[src/rtl/brick_field_pkg.sv]
// Shared Arkanoid brick-field definitions: FSM states, playfield geometry and score increments.
package brick_field_pkg;

    typedef enum logic [1:0] {
        ST_IDLE,
        ST_SCAN,
        ST_HIT,
        ST_DONE
    } state_t;

    localparam int unsigned BLK_W = 64;
    localparam int unsigned BLK_H = 16;
    localparam int unsigned TOP   = 32;
    localparam int unsigned MAXX  = 639;
    localparam int unsigned MAXY  = 479;

    // Signed coordinate width: leaves headroom for ball extents left of / above the screen.
    localparam int unsigned CW = 11;

    localparam int unsigned SCORE_HIT   = 1;
    localparam int unsigned SCORE_CLEAR = 9;

endpackage

[src/rtl/brick_overlap.sv]
// Inclusive bounding-box overlap of the latched ball against one brick, plus reflection side.
module brick_overlap
    import brick_field_pkg::*;
(
    input  logic [9:0] bx,
    input  logic [9:0] by,
    input  logic [5:0] br,
    input  logic [3:0] row,
    input  logic [3:0] col,
    output logic       overlap,
    output logic       flip_x,
    output logic       flip_y
);

    logic signed [CW-1:0] cx, cy, rr;
    logic signed [CW-1:0] x_lo, x_hi, y_lo, y_hi;
    logic signed [CW-1:0] b_l, b_r, b_t, b_b;
    logic                 in_x, in_y;

    always_comb begin
        cx   = CW'(bx);
        cy   = CW'(by);
        rr   = CW'(br);
        x_lo = CW'(32'(col) * BLK_W);
        x_hi = x_lo + CW'(BLK_W - 1);
        y_lo = CW'(TOP + 32'(row) * BLK_H);
        y_hi = y_lo + CW'(BLK_H - 1);
        b_l  = cx - rr;
        b_r  = cx + rr;
        b_t  = cy - rr;
        b_b  = cy + rr;

        overlap = (b_l <= x_hi) && (b_r >= x_lo) && (b_t <= y_hi) && (b_b >= y_lo);
        in_x    = (cx >= x_lo) && (cx <= x_hi);
        in_y    = (cy >= y_lo) && (cy <= y_hi);
        // Centre over the brick face bounces vertically; beside it horizontally; else a corner.
        flip_y  = in_x || !in_y;
        flip_x  = !in_x;
    end

endmodule

[src/rtl/brick_field.sv]
// Brick-field manager: scans the grid per ball step, damages the first struck brick, tracks score.
// Build option: BRICK_HP_EN selects 4-bit multi-hit bricks; otherwise 1-bit single-hit bricks.
module brick_field
    import brick_field_pkg::*;
#(
    parameter int unsigned MAXROW  = 8,
    parameter int unsigned MAXCOL  = 10,
    parameter int unsigned INIT_HP = 1
) (
    input  logic        clock,
    input  logic        reset,
    input  logic        enable,
    input  logic        load,
    input  logic        start_scan,
    input  logic [9:0]  ball_x,
    input  logic [9:0]  ball_y,
    input  logic [5:0]  ball_radius,
    output logic        busy,
    output logic        done,
    output logic        hit,
    output logic        flip_x,
    output logic        flip_y,
    output logic [7:0]  blocks_left,
    output logic [15:0] score,
    output logic        field_clear,
    input  logic [3:0]  rd_row,
    input  logic [3:0]  rd_col,
    output logic [3:0]  rd_hp
);

`ifdef BRICK_HP_EN
    localparam int unsigned HPW = 4;
    localparam logic [HPW-1:0] HP_FILL = HPW'(INIT_HP);
`else
    localparam int unsigned HPW = 1;
    localparam logic [HPW-1:0] HP_FILL = 1'b1;
`endif
    localparam int unsigned NCELL  = MAXROW * MAXCOL;
    localparam int unsigned IW     = $clog2(NCELL);
    localparam logic [7:0]  NBRICK = 8'(NCELL);

    state_t          state, state_n;
    logic [3:0]      cur_row, cur_col, row_n, col_n;
    logic [9:0]      lat_x, lat_y;
    logic [5:0]      lat_r;
    logic [HPW-1:0]  hp [NCELL];
    logic [IW-1:0]   cur_idx, rd_idx;
    logic [HPW-1:0]  hp_cur, hp_dec;
    logic            in_grid, cell_live, clr, rd_ok;
    logic            ov_hit, ov_fx, ov_fy;
    logic [16:0]     sc_sum;
    logic [15:0]     score_n;
    logic [7:0]      blocks_n;

    brick_overlap u_overlap (
        .bx      (lat_x),
        .by      (lat_y),
        .br      (lat_r),
        .row     (cur_row),
        .col     (cur_col),
        .overlap (ov_hit),
        .flip_x  (ov_fx),
        .flip_y  (ov_fy)
    );

    // Cursor cell and the damage/score update it would cause if struck.
    always_comb begin
        in_grid   = 32'(cur_row) < MAXROW;
        cur_idx   = IW'(32'(cur_row) * MAXCOL + 32'(cur_col));
        hp_cur    = hp[cur_idx];
        cell_live = in_grid && (hp_cur != '0);
        hp_dec    = hp_cur - HPW'(1);
        clr       = (hp_dec == '0);
        sc_sum    = 17'(score) + 17'(clr ? SCORE_HIT + SCORE_CLEAR : SCORE_HIT);
        score_n   = sc_sum[16] ? 16'hFFFF : sc_sum[15:0];
        blocks_n  = clr ? blocks_left - 8'd1 : blocks_left;
    end

    // Renderer read port, zero outside the grid.
    always_comb begin
        rd_ok  = (32'(rd_row) < MAXROW) && (32'(rd_col) < MAXCOL);
        rd_idx = IW'(32'(rd_row) * MAXCOL + 32'(rd_col));
        rd_hp  = rd_ok ? 4'(hp[rd_idx]) : 4'd0;
    end

    always_comb begin
        state_n = state;
        row_n   = cur_row;
        col_n   = cur_col;
        unique case (state)
            ST_IDLE: begin
                if (start_scan) begin
                    state_n = ST_SCAN;
                    row_n   = '0;
                    col_n   = '0;
                end
            end
            ST_SCAN: begin
                // Cursor walks one cell past the grid before declaring a miss.
                if (!in_grid) begin
                    state_n = ST_DONE;
                end else if (cell_live && ov_hit) begin
                    state_n = ST_HIT;
                end else if (cur_col == 4'(MAXCOL - 1)) begin
                    col_n = '0;
                    row_n = cur_row + 4'd1;
                end else begin
                    col_n = cur_col + 4'd1;
                end
            end
            ST_HIT:  state_n = ST_DONE;
            ST_DONE: state_n = ST_IDLE;
            default: state_n = ST_IDLE;
        endcase
    end

    always_ff @(posedge clock or posedge reset) begin
        if (reset) begin
            for (int unsigned i = 0; i < NCELL; i++) hp[i] <= HP_FILL;
        end else if (load) begin
            for (int unsigned i = 0; i < NCELL; i++) hp[i] <= HP_FILL;
        end else if (enable && state == ST_HIT) begin
            hp[cur_idx] <= hp_dec;
        end
    end

    always_ff @(posedge clock or posedge reset) begin
        if (reset) begin
            state       <= ST_IDLE;
            cur_row     <= '0;
            cur_col     <= '0;
            lat_x       <= '0;
            lat_y       <= '0;
            lat_r       <= '0;
            busy        <= 1'b0;
            done        <= 1'b0;
            hit         <= 1'b0;
            flip_x      <= 1'b0;
            flip_y      <= 1'b0;
            score       <= '0;
            blocks_left <= NBRICK;
            field_clear <= 1'b0;
        end else if (load) begin
            state       <= ST_IDLE;
            busy        <= 1'b0;
            done        <= 1'b0;
            hit         <= 1'b0;
            flip_x      <= 1'b0;
            flip_y      <= 1'b0;
            score       <= '0;
            blocks_left <= NBRICK;
            field_clear <= 1'b0;
        end else if (enable) begin
            state   <= state_n;
            cur_row <= row_n;
            cur_col <= col_n;
            if (state == ST_IDLE && start_scan) begin
                lat_x <= ball_x;
                lat_y <= ball_y;
                lat_r <= ball_radius;
            end
            busy   <= (state_n != ST_IDLE);
            done   <= (state_n == ST_DONE);
            hit    <= (state == ST_HIT);
            flip_x <= (state == ST_HIT) && ov_fx;
            flip_y <= (state == ST_HIT) && ov_fy;
            if (state == ST_HIT) begin
                score       <= score_n;
                blocks_left <= blocks_n;
                field_clear <= (blocks_n == '0);
            end
        end
    end

endmodule
[config.mk]
export PLATFORM = sky130hd
export DESIGN_NAME = brick_field
export DESIGN_NICKNAME = d
export VERILOG_FILES = /design/src/rtl/brick_field_pkg.sv /design/src/rtl/brick_overlap.sv /design/src/rtl/brick_field.sv
export SDC_FILE = /design/constraint.sdc
export NUM_CORES = 1
export LEC_CHECK = 0
export BUFFER_PORTS_ARGS = -buffer_cell sky130_fd_sc_hd__buf_2
export CAP_MARGIN = 20
export CORE_MARGIN = 4
export CORE_UTILIZATION = 56
export DETAILED_ROUTE_END_ITERATION = 12
export GPL_TIMING_DRIVEN = 0
export PLACE_DENSITY = 0.79
export SETUP_SLACK_MARGIN = 0.05
export SYNTH_ARGS = -nofsm -noshare
export SYNTH_HDL_FRONTEND = slang
export SYNTH_SLANG_ARGS = --single-unit
[constraint.sdc]
create_clock -name clock -period 6.4 [get_ports clock]
set_input_delay 1.28 -clock clock [delete_from_list [all_inputs] [get_ports clock]]
set_output_delay 1.28 -clock clock [all_outputs]
set_load 0.1 [all_outputs]
==> out/qor.yml, run 1 <==
status:
  status: "complete, no violations"
sta:
  fin_crit_ns: 6.11
  max_freq_ghz: 0.164
  setup-violations-final: 0
  relSlewSlack: 0.355
  hold_slack_ns: 0.484
  rsz0062_at_grt: "no"
  slew_violations: 0
  skew_ns: 0.00949
  fin_ws_ns: 0.287
  min_period_over_period: 0.955
  final_hold_viol_count: 0
  worst_pin_slew_ns: 0.967
power_and_ir_drop:
  p_sw_frac: 0.379
  pwr-share-seq: 0.334
  finalPower_mw: 3.09
  p_sw_mw: 1.17
  p_int_mw: 1.92
  power-per-cell-area_mw_per_mm2: 258
  p_leak_nw: 4.92
  peakVddDrop_uv: 189
  clock_power_share: 0.303
  power_frac_comb: 0.362
global_route:
  grt-ovfl-total: 0
  antenna_found_initial: 0
  grt_use_total: 0.288
  grt_max_degree: 76
  first_global_vias: 9689
  grt_first_pass_wirelength_um: 50400
layout:
  final_layout_size_suffix_gt1_frac: 0.209
  final_nets: 1355
  antenna_cells: 0
  area_growth_pct: 11.4
  post-route-util: 0.639
  final_common_cell: "o21ai_0"
  final_cell_area_mm2: 0.0120
  final_cell_mix: "o21ai_0 (136), nand2_1 (119), dfstp_2 (82)"
synthesis:
  synth-edff-count: 0
  ys.flop_type: "dfstp_2"
  yosysUniqueCellTypes: 81
  yosysWarnings: 0
  synthTopCellsByArea: "dfstp_2 (20%), dfrtp_1 (15%), ha_1 (8.5%)"
  synth_cells: 1144
  synth_top_area_share: 0.200
  syn-cell-area_mm2: 0.0108
  async_flop_share: 1.00
  synth_top_area_cell: "dfstp_2"
  synth-seq-cells: 146
  synth_area_per_cell_um2: 9.40
  synth-seq-area-share: 0.349
cts:
  clk_pin_slew_worst_paths_ns: 0.07
  cts_tree: "done"
  cts_buffer_depth: 2
  htreeDepth: 4
  clock-sinks: 146
  clk_latency_ns: 0.43
  cts_hold_buf: 0
  cts_buffers: 17
  clock-root-buffer: "clkbuf_16"
placed_design:
  place_congestion: 0.999
  placed_area_mm2: 0.0114
  hpwlAfterDp_um: 22100
  numPortBuffers: 68
  pre_cts_slack_ns: 0.0840
job:
  drv_cap: 0
floorplan:
  die_y_um: 147
  ios: 73
  coreArea_mm2: 0.0188
  die_area_mm2: 0.0215
  start_util: 0.573
  row_count: 50
  fp.dieW_um: 147
hold_path:
  hold_path_class: "reg2reg"
setup_path:
  worst_setup_path_end_kind: "flip-flop"
  critical-path-max-stage-delay_ns: 0.59
  cp.arrival_ns: 6.43
  required_ns: 6.72
  critPathMaxFanout: 12
  crit_slowest_cell: "fa_1"
  worstSetupPathType: "reg2reg"
  critPathLaunchType: "flip-flop"
  crit_path_cell_trace: "ha_1 -> fa_1 -> buf_2 -> clkbuf_4 -> mux2_2 -> o31ai_1 -> o22ai_2 -> a211oi_2 -> nand2_2 -> buf_4 -> clkbuf_2 -> fa_1 -> a31o_2 -> and3_1 -> and3_1 -> and3_1 -> and3_1 -> clkbuf_1 -> nand3_1 -> clkbuf_2 -> o21ai_0 -> a22o_1"
  crit_top_cell: "and3_1"
route:
  antenna_left: 0
  num_vias: 9918
  drc: 0
  dr.pass1.iters: 7
  avgViaCountPerCell: 6.70
  drt-total-wl_um: 31000
  drt_first_iter_violations: 997
  wire_per_inst_um: 21.0
-- state kept, by name, summed over array words and instances (netlist names) --
name,count
hp,80
score,16
lat_x,10
lat_y,10
blocks_left,8
lat_r,6
cur_col,4
cur_row,4
state,2
busy,1
done,1
field_clear,1
flip_x,1
flip_y,1
hit,1
-- per-layer routing --
| layer | up-vias | global-route usage | part of all wire |
|---|---|---|---|
| li1 | 4478 | - | - |
| met1 | 4776 | 0.381 | 0.41 |
| met2 | 541 | 0.466 | 0.47 |
| met3 | 123 | 0.0599 | 0.077 |
| met4 | 0 | 0.115 | 0.043 |
| met5 | - | 0 | 0 |
-- synthesized netlist by cell type (4+ instances only) --
master and n:
o21ai_0 136, mux2i_1 24, and3_1 19, a22o_1 13
nand3b_1 4, clkbuf_1 67, nand2b_1 16, nand2_1 119
nand3_1 26, mux4_2 27, buf_2 9, nor3_1 21
a211oi_1 9, o22a_1 5, nor2_1 50, ha_1 73
buf_1 11, xnor2_1 32, dfrtp_1 64, nand4b_1 4
a21o_1 7, o21a_1 9, o311ai_0 81, nor4_2 5
o21bai_1 5, xor2_1 7, o31ai_1 4, nand4_1 8
nor4_1 5, or3_1 6, and2_1 7, dfstp_2 82
a31oi_1 13, a22oi_1 4, buf_4 7, nor2b_1 15
inv_1 41, a211o_1 4, a21oi_1 36, fa_1 9
-- worst paths after layout --
check / from / to / slack (ns) / depth (start not counted)
setup reg to reg: cur_row[0] / score[2] / 0.29 / 22
min in group asynchronous: reset / blocks_left[2] / 1.00 / 2
setup / recovery: cur_row[0] / score[2] / 0.29 / 22
hold / removal: hit / hit / 0.48 / 2
hold reg to reg: hit / hit / 0.48 / 2
max in group asynchronous: reset / hp[78] / 4.63 / 3
-- cell type report --
class                   instances  area (um^2)
plain buffers                  96          418
clock buffers                  18          439
clock inverters                14          103
fillers                      1549         6780
inverters                      43          166
multi-input cells             861         6440
flip-flops and latches        146         3760
well taps                     234          293
repair buffers                 69          368
-- kinds of logic after synthesis --
| kind of cell | share of synthesized area |
|---|---|
| multiplexers | 0.0820 |
| AND/OR/NAND/NOR | 0.145 |
| XOR/XNOR | 0.0348 |
| adder cells (fa/ha/maj) | 0.102 |
| AO/OA/AOI/OAI | 0.234 |
| other | 0.000349 |
| buffers and inverters | 0.0534 |
| flip-flops | 0.349 |
-- critical path, delay by kind of cell (launching register included) --
family | cells | cell delay, ns
muxes | 1 | 0.36
buffers and inverters | 6 | 1.37
adders and majority gates | 3 | 1.39
and+or+nand+nor | 6 | 1.03
AOI/OAI and AO/OA | 6 | 1.33
DFF | 1 | 0.51
-- metrics by stage --
stage,instances,TNS (ns)
floorplan,1146,0
global placement,1448,-27.63
detailed placement,1449,0
CTS,1481,0
global route,1481,0
finish,1481,0
-- power by group through the flow --
stage,logic (mW),clock network (mW),registers (mW)
2_1_floorplan,0.822,0,1.04
3_3_place_gp,1.06,0,1.04
3_5_place_dp,1.09,0,1.05
4_1_cts,1.10,0.943,1.03
5_1_grt,1.24,0.990,1.04
6_report,1.12,0.936,1.03
-- what timing repair did --
| action | 4_1_cts | 5_1_grt |
|---|---|---|
| pin swaps | 0 | 0 |
| endpoints found under the setup margin | 6 | 10 |
| buffers inserted | 0 | 0 |
| gates resized for setup | 1 | 5 |
| endpoints found under the hold margin | 0 | 0 |
No activity file was read; power rests on OpenSTA's default activity.
==> inputs of run 2 (changes only) <==
--- a/config.mk
+++ b/config.mk
@@ -7,6 +7,7 @@
 export LEC_CHECK = 0
 export BUFFER_PORTS_ARGS = -buffer_cell sky130_fd_sc_hd__buf_2
 export CAP_MARGIN = 20
+export CORE_ASPECT_RATIO = 1.1
 export CORE_MARGIN = 4
 export CORE_UTILIZATION = 56
 export DETAILED_ROUTE_END_ITERATION = 12
==> run 2 against run 1 <==
  * Clock skew increased by 0.0050 ns
  * Critical path type unchanged
  * Sequential cell count is the same
  * Sequential power barely moved
==> out/qor.yml, run 2 (synthesis gave the netlist of run 1 again) <==
route:
  wire_per_inst_um: 21.3
  avgViaCountPerCell: 6.66
  dr.pass1.iters: 6
  antenna_left: 0
  drt_first_iter_violations: 1047
  drc: 0
  num_vias: 9929
  drt-total-wl_um: 31800
cts:
  htreeDepth: 4
  cts_tree: "done"
  cts_buffer_depth: 2
  cts_hold_buf: 0
  clk_pin_slew_worst_paths_ns: 0.07
  clock-sinks: 146
  cts_buffers: 17
  clock-root-buffer: "clkbuf_16"
  clk_latency_ns: 0.44
placed_design:
  place_congestion: 0.979
  pre_cts_slack_ns: 0.0654
  hpwlAfterDp_um: 22300
  numPortBuffers: 68
layout:
  largest_reg_flops: 80
  largest_register: "hp"
  final_nets: 1355
  final_layout_size_suffix_gt1_frac: 0.208
  area_growth_pct: 11.7
  final_cell_mix: "o21ai_0 (136), nand2_1 (119), dfstp_2 (82)"
  fill_cells: 1565
  antenna_cells: 0
  final_common_cell: "o21ai_0"
  top_regs: "hp x80, score x16"
setup_path:
  crit_top_cell: "and3_1"
  r2r_slack_ns: 0.39
  worstSetupPathType: "reg2reg"
  critPathLaunchType: "flip-flop"
  required_ns: 6.73
  worst_setup_path_end_kind: "flip-flop"
  critical-path-max-stage-delay_ns: 0.63
  cp.arrival_ns: 6.34
  r2r_end: "score[5]"
  crit_slowest_cell: "dfrtp_1"
  crit_path_cell_trace: "ha_1 -> ha_1 -> fa_1 -> or3_1 -> and2_1 -> buf_2 -> nor2_2 -> o2111ai_2 -> nand2_2 -> buf_4 -> inv_2 -> buf_6 -> ha_1 -> fa_1 -> a31o_2 -> and3_1 -> and3_1 -> and3_1 -> and3_1 -> clkbuf_1 -> nand3_1 -> clkbuf_2 -> o21ai_0 -> a22o_1"
  reg2regPathDepth: 24
  r2r_start: "cur_row[1]"
  critPathMaxFanout: 10
power_and_ir_drop:
  power-per-cell-area_mw_per_mm2: 261
  clock_power_share: 0.315
  pwr-share-seq: 0.330
  p_sw_frac: 0.373
  finalPower_mw: 3.14
  peakVddDrop_uv: 228
  power_frac_comb: 0.355
  p_int_mw: 1.97
  p_sw_mw: 1.17
  p_leak_nw: 4.93
floorplan:
  start_util: 0.578
  die_area_mm2: 0.0215
  fp.dieW_um: 140
  ios: 73
  die_y_um: 153
  row_count: 52
  coreArea_mm2: 0.0186
global_route:
  grt_max_degree: 77
  grt-ovfl-total: 0
  grt_use_total: 0.296
  antenna_found_initial: 0
  first_global_vias: 9722
  grt_first_pass_wirelength_um: 51300
status:
  status: "complete, no violations"
hold_path:
  hold_path_class: "reg2reg"
  holdCritStartpoint: "field_clear"
  min_delay_path_depth: 2
  min_to: "field_clear"
sta:
  rsz0062_at_grt: "no"
  max_freq_ghz: 0.166
  fin_ws_ns: 0.390
  slew_violations: 0
  worst_pin_slew_ns: 1.02
  fin_crit_ns: 6.01
  skew_ns: 0.0145
  min_period_over_period: 0.939
  finalSetupTns_ns: 0
  final_hold_viol_count: 0
  hold_slack_ns: 0.476
  relSlewSlack: 0.318
  setup-violations-final: 0
job:
  drv_cap: 0
run 2: worst max-delay path by stage:
stage,startpoint,depth (start not counted),endpoint,slack [ns]
after floorplan,rd_row[1],8,rd_hp[0],0.30
after global placement,reset,2,blocks_left[2],-0.40
after global routing,cur_row[0],22,score[10],0.07
final,cur_row[1],24,score[5],0.39
after detailed placement,cur_row[0],22,score[5],0.07
after CTS,cur_row[0],22,score[5],0.06
run 2: critical path: cells and delay by family, from the launching register on:
family / cells / cell delay (ns)
AO/OA/AOI/OAI: 4 / 0.82
adder cells (fa/ha/maj): 5 / 1.64
buffers and inverters: 6 / 0.98
flip-flops: 1 / 0.63
AND/OR/NAND/NOR: 9 / 1.83
run 2: power by group through the flow:
stage | Combinational (mW) | Sequential, mW | Clock, mW
after floorplan | 0.822 | 1.04 | 0
after global placement | 1.06 | 1.05 | 0
after detailed placement | 1.09 | 1.05 | 0
after CTS | 1.10 | 1.03 | 0.983
after global routing | 1.24 | 1.04 | 1.02
final | 1.11 | 1.03 | 0.989
run 2: area by class of cell:
cell class	count	area [um^2]	area share
clock inverters	11	104	0.00864
inverters	43	166	0.0138
flip-flops and latches	146	3760	0.313
plain buffers	96	420	0.0350
repair buffers	69	368	0.0306
multi-input cells	861	6440	0.536
well taps	243	304	0.0253
clock buffers	21	460	0.0383
run 2: layer usage:
layer,vias to the layer above,GRT usage,wire [um]
met5,-,0,0
met2,548,0.481,15100
met4,0,0.139,1640
li1,4471,-,-
met3,157,0.0641,2600
met1,4753,0.376,12400
run 2: stage by stage:
step / utilization / instances / instance area [um^2]
4_1_cts: 0.646 / 1490 / 12000
6_report: 0.646 / 1490 / 12000
5_1_grt: 0.646 / 1490 / 12000
3_3_place_gp: 0.613 / 1457 / 11400
2_1_floorplan: - / 1146 / 10800
3_5_place_dp: 0.615 / 1458 / 11400
run 2: timing repair:
action / 4_1_cts / 5_1_grt
setup endpoints to repair: 0 / 10
gates resized for setup: 0 / 7
hold endpoints to repair: 0 / 0
setup buffers: 0 / 0
